==> config.mk <==
export PLATFORM = sky130hd
export DESIGN_NAME = color_eval
export DESIGN_NICKNAME = d
export VERILOG_FILES = /design/src/rtl/color_eval.sv
export SDC_FILE = /design/constraint.sdc
export NUM_CORES = 1
export LEC_CHECK = 0
export ABC_AREA = 1
export ABC_CLOCK_PERIOD_IN_PS = 10600
export BUFFER_PORTS_ARGS = -buffer_cell sky130_fd_sc_hd__clkbuf_2
export CAP_MARGIN = 30
export CORE_MARGIN = 2
export CORE_UTILIZATION = 63
export DETAILED_ROUTE_END_ITERATION = 12
export PLACE_DENSITY = 0.86
export SYNTH_ARGS = -nofsm -noshare
export SYNTH_HDL_FRONTEND = slang
export SYNTH_SLANG_ARGS = --single-unit
==> constraint.sdc <==
create_clock -name clk -period 10.6 [get_ports clk]
set_clock_uncertainty 0.1 [all_clocks]
set_input_delay 0.53 -clock clk [delete_from_list [all_inputs] [get_ports clk]]
set_output_delay 0.53 -clock clk [all_outputs]
set_load 0.01 [all_outputs]
==> src/rtl/color_eval.sv <==
// color_eval: scores one guess row against the solution row (word 0),
// producing Wordle colours with duplicate-letter handling, one position per cycle.
module color_eval (
    input  logic        clk,
    input  logic        rst_n,
    input  logic        start,
    input  logic [2:0]  word_sel,
    output logic [2:0]  word_index,
    input  logic [24:0] cross_match_matrix,
    input  logic [24:0] self_match_matrix,
    output logic        busy,
    output logic        done,
    output logic [9:0]  colors,
    output logic        win
);

    typedef enum logic [1:0] {IDLE, CAPTURE, GREEN, SCAN} state_t;

    state_t      state, state_d;
    logic [2:0]  p, p_d;
    logic [2:0]  word_index_d;
    logic [24:0] cross_q, cross_d;
    logic [24:0] self_q, self_d;
    logic [4:0]  green, green_d;
    logic [9:0]  colors_d;
    logic        busy_d, done_d, win_d;

    logic [4:0]  row_cross, row_self;
    logic [2:0]  avail, used;

    // Row p of each captured matrix: bit j compares letter p with letter j
    assign row_cross = 5'(cross_q >> ({2'b00, p} * 5'd5));
    assign row_self  = 5'(self_q >> ({2'b00, p} * 5'd5));

    // Supply of this letter left after greens, versus yellows already granted
    always_comb begin
        avail = '0;
        used  = '0;
        for (int j = 0; j < 5; j++) begin
            if (row_cross[j] && !green[j])
                avail = avail + 3'd1;
            if (j < int'(p) && row_self[j] && colors[2*j +: 2] == 2'b10)
                used = used + 3'd1;
        end
    end

    always_comb begin
        state_d      = state;
        p_d          = p;
        word_index_d = word_index;
        cross_d      = cross_q;
        self_d       = self_q;
        green_d      = green;
        colors_d     = colors;
        busy_d       = busy;
        done_d       = 1'b0;
        win_d        = win;
        unique case (state)
            IDLE: begin
                if (start && word_sel != 3'd7) begin
                    word_index_d = word_sel;
                    colors_d     = '0;
                    win_d        = 1'b0;
                    busy_d       = 1'b1;
                    state_d      = CAPTURE;
                end
            end
            CAPTURE: begin
                cross_d = cross_match_matrix;
                self_d  = self_match_matrix;
                state_d = GREEN;
            end
            GREEN: begin
                for (int i = 0; i < 5; i++) begin
                    green_d[i]         = cross_q[6*i];
                    colors_d[2*i +: 2] = cross_q[6*i] ? 2'b11 : 2'b00;
                end
                p_d     = '0;
                state_d = SCAN;
            end
            SCAN: begin
                if (!green[p])
                    colors_d[2*p +: 2] = (avail > used) ? 2'b10 : 2'b01;
                if (p == 3'd4) begin
                    done_d  = 1'b1;
                    busy_d  = 1'b0;
                    win_d   = &green;
                    state_d = IDLE;
                end else begin
                    p_d = p + 3'd1;
                end
            end
            default: state_d = IDLE;
        endcase
    end

    always_ff @(posedge clk or negedge rst_n) begin
        if (!rst_n) begin
            state      <= IDLE;
            p          <= '0;
            word_index <= '0;
            cross_q    <= '0;
            self_q     <= '0;
            green      <= '0;
            colors     <= '0;
            busy       <= 1'b0;
            done       <= 1'b0;
            win        <= 1'b0;
        end else begin
            state      <= state_d;
            p          <= p_d;
            word_index <= word_index_d;
            cross_q    <= cross_d;
            self_q     <= self_d;
            green      <= green_d;
            colors     <= colors_d;
            busy       <= busy_d;
            done       <= done_d;
            win        <= win_d;
        end
    end

endmodule

# ---- Word level (Yosys, flattened, before mapping)
# Cells that the tools add are included.
dict set report word_totals {
  regBits 76
  in_bits 56
  out_inout_bits 16
  word_cells 112
}
dict set report op_classes {
  addsub 10
  n_mul 1
  magnitude_cmp 7
  n_eq_ne 14
  shift 4
  muxes 35
  reduce_logical 31
}
# operator count
set ops {}
lappend ops {{$shr A25 B5 Y5} 2}
lappend ops {{$neg A4 Y34} 1}
lappend ops {{$shift A2 B34 Y10 const A} 1}
lappend ops {{$shiftx A2 B34 Y10} 1}
lappend ops {{$pmux W10 S3} 1}
lappend ops {{$add A3 B1 Y3 const B} 9}
lappend ops {{$mux W3} 9}
lappend ops {{$mux W10} 2}
lappend ops {{$logic_and A1 B1 Y1} 16}
lappend ops {{$mux W2} 8}
lappend ops {{$eq A2 B2 Y1 const B} 7}
lappend ops {{$bwmux W10} 1}
lappend ops {{$mux W1} 9}
lappend ops {{$ne A2 B2 Y1 const B} 4}
lappend ops {{$pmux W2 S4} 1}
lappend ops {{$lt A1 B3 Y1 const A} 2}
lappend ops {{$lt A2 B3 Y1 const A} 2}
lappend ops {{$pmux W3 S2} 1}
lappend ops {{$reduce_and A2 Y1} 3}
lappend ops {{$reduce_and A3 Y1} 2}
lappend ops {{$logic_not A1 Y1} 5}
lappend ops {{$mul A3 B3 Y5 const B} 1}
lappend ops {{$reduce_and A5 Y1} 1}
lappend ops {{$lt A3 B4 Y1 const B} 1}
lappend ops {{10 further kinds} 12}

# ---- Longest topological paths before layout
# Gate-level depths: netlist of the first run.
dict set report depth {
  ltp_word 19
  mapped_depth 36
  ltp_nobuf 34
}

# ---- Least setup slack after synthesis of the first run
# No wires, ideal clock.
dict set report synth_path {
  path_kind {flip-flop to flip-flop}
  from {register p[2]}
  to {register colors[8]}
  setup_time_ps 87
  arrival_time_ps 4420
  t_required_ps 10413
  slack_ps 5993
  path_stages_with_launch 31
  n_path_buf 2
  period_less_slack_ps 4607
  path_cell_list {dfrtp_1 > ha_1 > ha_1 > clkbuf_1 > inv_1 > clkbuf_1 > o21ai_0 > o221ai_1 > a21oi_1 > ha_1 > nand3_1 > nand2_2 > inv_1 > ha_1 > or2_0 > and2_1 > ha_1 > inv_1 > nor2_1 > nand3_1 > nand2_1 > ha_1 > a21oi_1 > o21ai_0 > o21ai_0 > inv_1 > nand2_1 > nand2_1 > o21ai_0 > nand2_1 > a22oi_1}
}
dict set report synth_via {
  elab_chain_len 19
  word_cells_on_any_way 53
  cone_classes {add/sub: 9; mul: 1; order compare: 6; eq/ne: 1; shift: 4; mux: 16; reduce/logical: 16}
}
# item line_no
set synth_lines {}
lappend synth_lines {{start: declaration} 20} ;# logic [2:0] p, p_d;
lappend synth_lines {{start signal: assignment} 111} ;# p <= p_d;
lappend synth_lines {{$mul A3 B3 Y5} {32, 33}}
lappend synth_lines {{$shr A25 B5 Y5} 33} ;# assign row_self = 5'(self_q >> ({2'b00, p} * 5'd5));
lappend synth_lines {{$logic_and A1 B1 Y1 (2 in series)} 42} ;# if (j < int'(p) && row_self[j] && colors[2*j +: 2] == 2'b10)
lappend synth_lines {{$mux W1} 42}
lappend synth_lines {{$add A3 B1 Y3} 43} ;# used = used + 3'd1;
lappend synth_lines {{$mux W3} 42}
lappend synth_lines {{$add A3 B1 Y3} 43}
lappend synth_lines {{$mux W3} 42}
lappend synth_lines {{[2 not listed]} -}
lappend synth_lines {{$add A3 B1 Y3} 43}
lappend synth_lines {{$mux W3} 42}
lappend synth_lines {{$gt A3 B3 Y1} 83} ;# colors_d[2*p +: 2] = (avail > used) ? 2'b10 : 2'b01;
lappend synth_lines {{$mux W2} 83}
lappend synth_lines {{$shiftx A2 B34 Y10} 83}
lappend synth_lines {{$bwmux W10} 83}
lappend synth_lines {{$mux W10} 82} ;# if (!green[p])
lappend synth_lines {{$pmux W10 S3} 58} ;# unique case (state)
lappend synth_lines {{end signal: assignment} 116} ;# colors <= colors_d;
lappend synth_lines {{end: declaration} 13} ;# output logic [9:0] colors,
# Several ways; a longest one is shown, not always the timed one. The select of a mux whose other input is x is not followed.
# A chain may end at the register's enable or synchronous reset.

# ---- Worst setup path after layout of the first run
# Ends and elaborated chain as after synthesis.

==> results_dict.tcl, run 1 <==
set metrics [dict create \
    synth-simple-area-share 0.285 \
    worst_slew_pin_slew_ps 844 \
    first_iter_violations 385 \
    yosysWarnings 0 \
    seq_area_frac_synth 0.347 \
    cap_violations 0 \
    fmax_mhz 180 \
    dp_hpwl_mm 10.1 \
    reg2reg_slack_ps 5040 \
    syn_nets 865 \
    fin_setup_tns_ps 0 \
    cts_buffer_depth 2 \
    via_count 5378 \
    synth_cells 787 \
    crit_required_ps 10770 \
    syn-cell-area_sq_um 5480 \
    core-area_sq_um 8590 \
    setup_violations 0 \
    gr-total-overflow 0 \
    min_path_type "primary input to register" \
    synth_compound_area_frac 0.175 \
    synthAdderAreaFrac 0.0502 \
    timing_worst_setup_path_type "register to register" \
    grt_setup_unrepaired "false" \
    groute.usage.overall 0.302 \
    clk-insertion-delay-late_ps 360 \
    syn_area_per_cell_sq_um 6.97 \
    die_area_sq_um 9470 \
    portBuffers 71 \
    drive_gt1_frac 0.168 \
    cts_root_buf "clkbuf_8" \
    hold_violations 0 \
    setup.worst_path.start "p[2]" \
    row_count 34 \
    via_per_inst 5.67 \
    arrival_ps 5730 \
    synth_cell_types 43 \
    outcome "completed" \
    clock-sinks 76 \
    cpMostUsedCell "ha_1" \
    synth_top_family_by_area "simple AND/OR/NAND/NOR gates" \
    cts_setup_buffers 0 \
    period_minus_slack_ps 5560 \
    clk_pin_slew_worst_paths_ps 90 \
    dieWidth_um 97.3 \
    wirelength_mm 13.8 \
    slowest_delay_ps 600 \
    grt_antenna_before_repair 0 \
    end_kind "register" \
    slew_violations 0 \
    antenna_cells 0 \
    ios 72 \
    grt_max_degree 98 \
    ant_nets 0 \
    area_growth_pct 10.0 \
    cts_htree_levels 3 \
    worstHoldStart "self_match_matrix[22]" \
    crit_slowest_cell "ha_1" \
    synth_xor_area_frac 0.00160 \
    synth_seq_cells 76 \
    final_nets 914 \
    synthMuxAreaShare 0.0431 \
    grt_pass1_vias 5042 \
    die_h_um 97.3 \
    gp_congestion 0.920 \
    wire_per_inst_um 14.5 \
    grt_pass1_wl_mm 23.6 \
    drc_errors 0 \
    period_share 0.525 \
    tritoncts "done" \
    worstPathMaxFanout 25 \
    numCtsBuffers 9 \
    critPathLaunchType "register" \
    dr.pass1.iters 5 \
    r2r_start "p[2]" \
    relSlewSlack 0.437 \
    start_util 0.638 \
]
-- flip-flops by register name, summed over array words and instances (netlist names) --
signal      cells
busy            1
green           5
self_q         25
p               3
done            1
colors         10
cross_q        25
word_index      3
state           2
win             1
-- worst max-delay path: cells and delay by family, from the launching register on --
family | cells | cell delay, ps
buffers and inverters | 6 | 760
AOI/OAI and AO/OA | 8 | 1210
adders and majority gates | 5 | 1640
DFF | 1 | 460
and+or+nand+nor | 11 | 1300
-- routing by layer --
layer	share of wire	up-vias	GRT usage
li1	-	2678	-
met5	0	-	0
met1	0.44	2493	0.406
met3	0.055	26	0.0446
met2	0.49	181	0.511
met4	0.018	0	0.0876
-- layout by cell type, fill, tap and decap left out, types with 8 or more instances in the layout --
cell type and instances:
nor2_1 28, clkbuf_8 9, nand2_1 252, dfrtp_1 75, o211ai_1 13, inv_1 76, clkbuf_2 70, mux2_2 21
nand2_2 8, a21oi_1 29, ha_1 21, o21ai_0 83, o21ai_1 24, nand3_1 65
-- synthesized netlist by cell type, drive strengths merged --
cell type,instances,area [sq um]
nand2,260,996
o21ai,108,544
inv,83,314
dfrtp,76,1900
nand3,65,325
a21oi,33,180
nor2,31,129
buf,26,174
ha,22,275
mux2,21,236
clkbuf,13,48.8
o211ai,13,97.6
a22oi,7,57.6
or2,6,37.5
nor3,5,30.0
a31oi,2,12.5
and2,2,12.5
nand4,2,12.5
nor4,2,12.5
o221ai,2,17.5
a2111oi,1,15.0
a211oi,1,7.51
nand3b,1,7.51
o21a,1,7.51
o22ai,1,6.26
o31ai,1,7.51
o41ai,1,8.76
xnor2,1,8.76
-- stage by stage --
step / utilization / setup WS, ps / hold slack, ps / std cells / instance area, sq um
after CTS: 0.698 / 5080 / 252 / 947 / 6000
after floorplan: - / 5990 / 134 / 787 / 5480
after global placement: 0.674 / 5430 / 366 / 931 / 5790
final: 0.702 / 5040 / 267 / 949 / 6030
after global routing: 0.702 / 4610 / 280 / 949 / 6030
after detailed placement: 0.674 / 5150 / 384 / 931 / 5790
-- timing repair --
action,CTS,global route
hold buffers,0,1
hold endpoints to repair,0,4
resized for setup,0,0
-- path summary, 6_finish.rpt --
check / to / cells past startpoint
setup / recovery: colors[8] / 30
hold / removal: self_q[22] / 3
setup reg to reg: colors[8] / 30
hold reg to reg: busy / 2
max in group asynchronous: cross_q[17] / 3
min in group asynchronous: busy / 2
-- cell families after synthesis --
| kind of cell | count (synthesis) |
|---|---|
| simple gates | 374 |
| compound gates | 171 |
| buf+inv | 122 |
| flops | 76 |
| fa+ha+maj | 22 |
| mux | 21 |
| xor+xnor | 1 |
-- layout make-up --
cell class	count	area (sq um)
Tap cell	108	135
Multi-Input combinational cell	589	3050
Sequential cell	76	1900
Fill cell	758	2560
Clock buffer	11	131
Timing Repair Buffer	77	425
Clock inverter	5	77.6
Inverter	83	314
Power of run 1 is not shown: default switching activity piles up to over one toggle a cycle in this logic, so the estimate is an artifact.
==> inputs of run 2 (changes only) <==
--- a/config.mk
+++ b/config.mk
@@ -6,13 +6,13 @@
 export NUM_CORES = 1
 export LEC_CHECK = 0
 export ABC_AREA = 1
-export ABC_CLOCK_PERIOD_IN_PS = 10600
+export ABC_CLOCK_PERIOD_IN_PS = 4600
 export BUFFER_PORTS_ARGS = -buffer_cell sky130_fd_sc_hd__clkbuf_2
 export CAP_MARGIN = 30
 export CORE_MARGIN = 2
-export CORE_UTILIZATION = 63
+export CORE_UTILIZATION = 53
 export DETAILED_ROUTE_END_ITERATION = 12
-export PLACE_DENSITY = 0.86
+export PLACE_DENSITY = 0.77
 export SYNTH_ARGS = -nofsm -noshare
 export SYNTH_HDL_FRONTEND = slang
 export SYNTH_SLANG_ARGS = --single-unit
==> constraint.sdc (replaced) <==
create_clock -name clk -period 4.6 [get_ports clk]
set_clock_uncertainty 0.1 [all_clocks]
set_input_delay 0.23 -clock clk [delete_from_list [all_inputs] [get_ports clk]]
set_output_delay 0.23 -clock clk [all_outputs]
set_load 0.01 [all_outputs]
==> run 2 against run 1 <==
  * Utilization is 5.1 points higher
  * Largest cell class unchanged
  * Register-to-register slack worse by 4900 ps
  * Sequential share of layout area down 6.7 points
  * Non-clock buffer count grew 118
  * Die area rose by 18%
  * Hold slack worse by 260 ps
  * Wire length up 31%
  * Critical path type unchanged
  * Global-route usage up 2.0 points
==> results_dict.tcl, run 2 (synthesis gave the netlist of run 1 again) <==
set metrics [dict create \
    multi_input_area_sq_um 3470 \
    clk_pin_slew_worst_paths_ps 90 \
    layout_common_cells "225 x nand2_1, 75 x dfrtp_1, 70 x clkbuf_2" \
    ff_latch_area_sq_um 1900 \
    end_kind "register" \
    drive_gt1_frac 0.316 \
    dp_hpwl_mm 12.0 \
    grt_antenna_before_repair 0 \
    crit_required_ps 4790 \
    tritoncts "done" \
    final_nets 1032 \
    start_util 0.538 \
    cpMostUsedCell "buf_4" \
    drc_errors 0 \
    die_area_sq_um 11200 \
    via_count 6106 \
    period_minus_slack_ps 4450 \
    setup.worst_path.start "p[0]" \
    cts_htree_levels 3 \
    r2r_start "p[0]" \
    outcome "completed" \
    row_count 37 \
    dieWidth_um 106 \
    setup_violations 0 \
    placed_cell_area_sq_um 6250 \
    final_common_cell "nand2_1" \
    dpl.cell_count 1009 \
    hold_violations 0 \
    postLayoutCellArea_sq_um 7670 \
    fillers 787 \
    grt_max_degree 77 \
    cts_buffer_depth 2 \
    slowest_delay_ps 430 \
    r2r-end "colors[1]" \
    reg_top3 "cross_q: 25 flops, self_q: 25 flops, colors: 10 flops" \
    grt_pass1_vias 5990 \
    crit_slowest_cell "dfrtp_2" \
    ant_nets 0 \
    timing_worst_setup_path_type "register to register" \
    area_growth_pct 39.8 \
    gr-total-overflow 0 \
    wire_per_inst_um 16.5 \
    die_h_um 106 \
    grt_pass1_wl_mm 28.4 \
    first_iter_violations 567 \
    clk-insertion-delay-late_ps 370 \
    clock-sinks 76 \
    period_share 0.966 \
    wirelength_mm 18.1 \
    final_cells 1094 \
    core-area_sq_um 10200 \
    cts_root_buf "clkbuf_8" \
    arrival_ps 4640 \
    cap_violations 0 \
    grt_setup_unrepaired "true" \
    antenna_cells 0 \
    portBuffers 71 \
    numCtsBuffers 9 \
    crit_path_end "colors[1]" \
    via_per_inst 5.58 \
    reg2reg_slack_ps 150 \
    worst_slew_pin_slew_ps 948 \
    rr_worst_depth 38 \
    min_path_type "primary input to register" \
    ios 72 \
    groute.usage.overall 0.322 \
    fmax_mhz 225 \
    relSlewSlack 0.368 \
    critPathLaunchType "register" \
    gp_congestion 0.968 \
    slew_violations 0 \
    worstPathMaxFanout 8 \
    dr.pass1.iters 6 \
    fin_setup_tns_ps 0 \
]
run 2: cell types whose count changed in the layout (fill, tap and decap cells not counted), moves of 8 or more:
| cell | delta |
|---|---|
| buf_4 | +56 |
| dlygate4sd3_1 | +45 |
| ha_1 | -11 |
| inv_1 | -9 |
| inv_2 | +8 |
| nand2_1 | -27 |
| nand2_2 | +24 |
| nand3_1 | -8 |
| nand3_2 | +8 |
| o21ai_0 | -28 |
| o21ai_1 | +8 |
| o21ai_2 | +13 |
run 2: worst min path at each step:
stage / startpoint / endpoint / slack, ps / cells after the start
finish: self_match_matrix[24] / self_q[24] / 3 / 3
global route: self_match_matrix[0] / self_q[0] / 10 / 2
CTS: self_match_matrix[24] / self_q[24] / 3 / 3
detailed placement: self_match_matrix[12] / self_q[12] / 340 / 3
global placement: rst_n / colors[0] / 330 / 1
floorplan: rst_n / busy / -170 / 0
run 2: what timing repair did:
item | in CTS | in global routing
cloned | 1 | 5
hold endpoints to repair | 121 | 0
gates resized for setup | 24 | 120
endpoints found under the setup margin | 10 | 10
buffers inserted | 13 | 5
pin swaps | 8 | 47
hold buffers | 46 | 0
run 2: worst max-delay path: cells and delay by family, from the launching register on:
kind	cells	cell delay [ps]
compound gates	5	550
fa+ha+maj	1	280
buf+inv	18	2030
flops	1	430
simple gates	14	970
run 2: stage by stage:
stage	hold WS [ps]	utilization	setup WS, ps
after global routing	11.8	0.753	-95.1
after global placement	330	0.614	-29.0
after CTS	2.86	0.695	0.386
after floorplan	-166	-	22.7
after detailed placement	341	0.614	-189
final	3.00	0.753	154
run 2: cell type report:
| cell class | count | area share |
|---|---|---|
| inverters | 83 | 0.0413 |
| clock buffers | 10 | 0.0180 |
| clock inverters | 5 | 0.00490 |
| well taps | 136 | 0.0222 |
| multi-input cells | 589 | 0.453 |
| repair buffers | 195 | 0.212 |
| flip-flops and latches | 76 | 0.248 |
run 2: metal layers:
| layer | wire [um] | track usage | vias to the layer above |
|---|---|---|---|
| li1 | - | - | 2918 |
| met1 | 7200 | 0.383 | 2867 |
| met2 | 9240 | 0.580 | 270 |
| met3 | 1060 | 0.0495 | 51 |
| met4 | 585 | 0.129 | 0 |
| met5 | 0 | 0 | - |
Power of run 2 is left out for the same reason.
==> inputs of run 3 (changes only) <==
--- a/config.mk
+++ b/config.mk
@@ -13,6 +13,8 @@
 export CORE_UTILIZATION = 53
 export DETAILED_ROUTE_END_ITERATION = 12
 export PLACE_DENSITY = 0.77
+export REMOVE_ABC_BUFFERS = 1
+export SETUP_SLACK_MARGIN = 0.05
 export SYNTH_ARGS = -nofsm -noshare
 export SYNTH_HDL_FRONTEND = slang
 export SYNTH_SLANG_ARGS = --single-unit
==> run 3 against run 2 <==
  * First-iteration DRC count shrank 14%
  * Maximum frequency is 2.3% lower
  * Global-route usage decreased by 3.7 points
==> results_dict.tcl, run 3 (synthesis gave the netlist of run 1 again) <==
set metrics [dict create \
    wirelength_mm 16.1 \
    period_share 0.989 \
    layout_common_cells "234 x nand2_1, 75 x dfrtp_1, 70 x clkbuf_2" \
    critPathBufInv 5 \
    drive_gt1_frac 0.277 \
    area_growth_pct 33.0 \
    start_util 0.538 \
    worst_slew_pin_slew_ps 778 \
    cpMostUsedCell "nand2_2" \
    end_kind "register" \
    gr-total-overflow 0 \
    critPathLaunchType "register" \
    grt_pass1_wl_mm 25.4 \
    clk_pin_slew_worst_paths_ps 80 \
    groute.usage.overall 0.285 \
    clk-insertion-delay-late_ps 350 \
    crit_slowest_cell "dfrtp_2" \
    final_common_cell "nand2_1" \
    dieWidth_um 106 \
    fmax_mhz 220 \
    die_area_sq_um 11200 \
    dr.pass1.iters 5 \
    first_iter_violations 490 \
    row_count 37 \
    ff_latch_area_sq_um 1900 \
    period_minus_slack_ps 4550 \
    dpl.cell_count 994 \
    core-area_sq_um 10200 \
    via_per_inst 5.51 \
    outcome "completed" \
    final_cells 1069 \
    critPathTopFamily "simple AND/OR/NAND/NOR gates" \
    ios 72 \
    drc_errors 0 \
    cts_htree_levels 3 \
    portBuffers 71 \
    timing_worst_setup_path_type "register to register" \
    via_count 5894 \
    slew_violations 0 \
    crit_required_ps 4780 \
    antenna_cells 0 \
    slowest_delay_ps 530 \
    grt_max_degree 77 \
    final_nets 1006 \
    wire_per_inst_um 15.1 \
    worstPathMaxFanout 7 \
    grt_setup_unrepaired "true" \
    grt_antenna_before_repair 0 \
    multi_input_area_sq_um 3390 \
    dp_hpwl_mm 10.9 \
    setup_violations 0 \
    relSlewSlack 0.481 \
    reg_top3 "cross_q: 25 flops, self_q: 25 flops, colors: 10 flops" \
    die_h_um 106 \
    cap_violations 0 \
    fillers 807 \
    min_path_type "primary input to register" \
    whs_ps 2.35 \
    ant_nets 0 \
    gp_congestion 0.957 \
    numCtsBuffers 9 \
    arrival_ps 4730 \
    tritoncts "done" \
    grt_pass1_vias 5353 \
    cts_root_buf "clkbuf_8" \
    clock-sinks 76 \
    hold_violations 0 \
    cts_buffer_depth 2 \
]
## run 3: layer usage
| layer | GRT usage | vias to the layer above | part of all wire |
|---|---|---|---|
| li1 | - | 2872 | - |
| met1 | 0.374 | 2751 | 0.43 |
| met2 | 0.471 | 217 | 0.49 |
| met3 | 0.0365 | 54 | 0.047 |
| met4 | 0.127 | 0 | 0.030 |
| met5 | 0 | - | 0 |
## run 3: worst paths after layout
check / startpoint / to / slack, ps / cells after the start
setup / recovery: p[0] / colors[9] / 50 / 28
hold / removal: cross_match_matrix[9] / cross_q[9] / 2 / 3
setup reg to reg: p[0] / colors[9] / 50 / 28
hold reg to reg: busy / busy / 400 / 2
max in group asynchronous: rst_n / p[0] / 3550 / 3
min in group asynchronous: rst_n / cross_q[20] / 250 / 2
## run 3: area by class of cell
class	instances	area share
multi-input cells	589	0.464
flip-flops and latches	76	0.261
clock inverters	2	0.00480
clock buffers	14	0.0196
inverters	83	0.0448
well taps	136	0.0233
repair buffers	169	0.182
## run 3: metrics by stage
stage	utilization	TNS, ps	worst slack, ps	instance area [sq um]
6_report	0.716	0	50.0	7290
3_3_place_gp	0.600	0	55.1	6110
4_1_cts	0.673	0	62.8	6860
3_5_place_dp	0.600	-430	-98.8	6110
2_1_floorplan	-	-14040	-1460	5260
5_1_grt	0.716	-765	-165	7290
## run 3: repair_timing
action | 4_1_cts | 5_1_grt
gates resized for setup | 33 | 92
cloned | 2 | 0
pin swaps | 13 | 40
hold buffers | 38 | 0
buffers inserted | 3 | 15
setup endpoints to repair | 10 | 10
hold endpoints to repair | 113 | 0
## run 3: worst register-to-register path, delay by kind of cell, from the launching register on
family / cells / cell delay (ps)
compound gates: 8 / 1250
fa+ha+maj: 4 / 790
buf+inv: 5 / 540
flops: 1 / 530
simple gates: 11 / 1250
Power of run 3 is left out for the same reason.
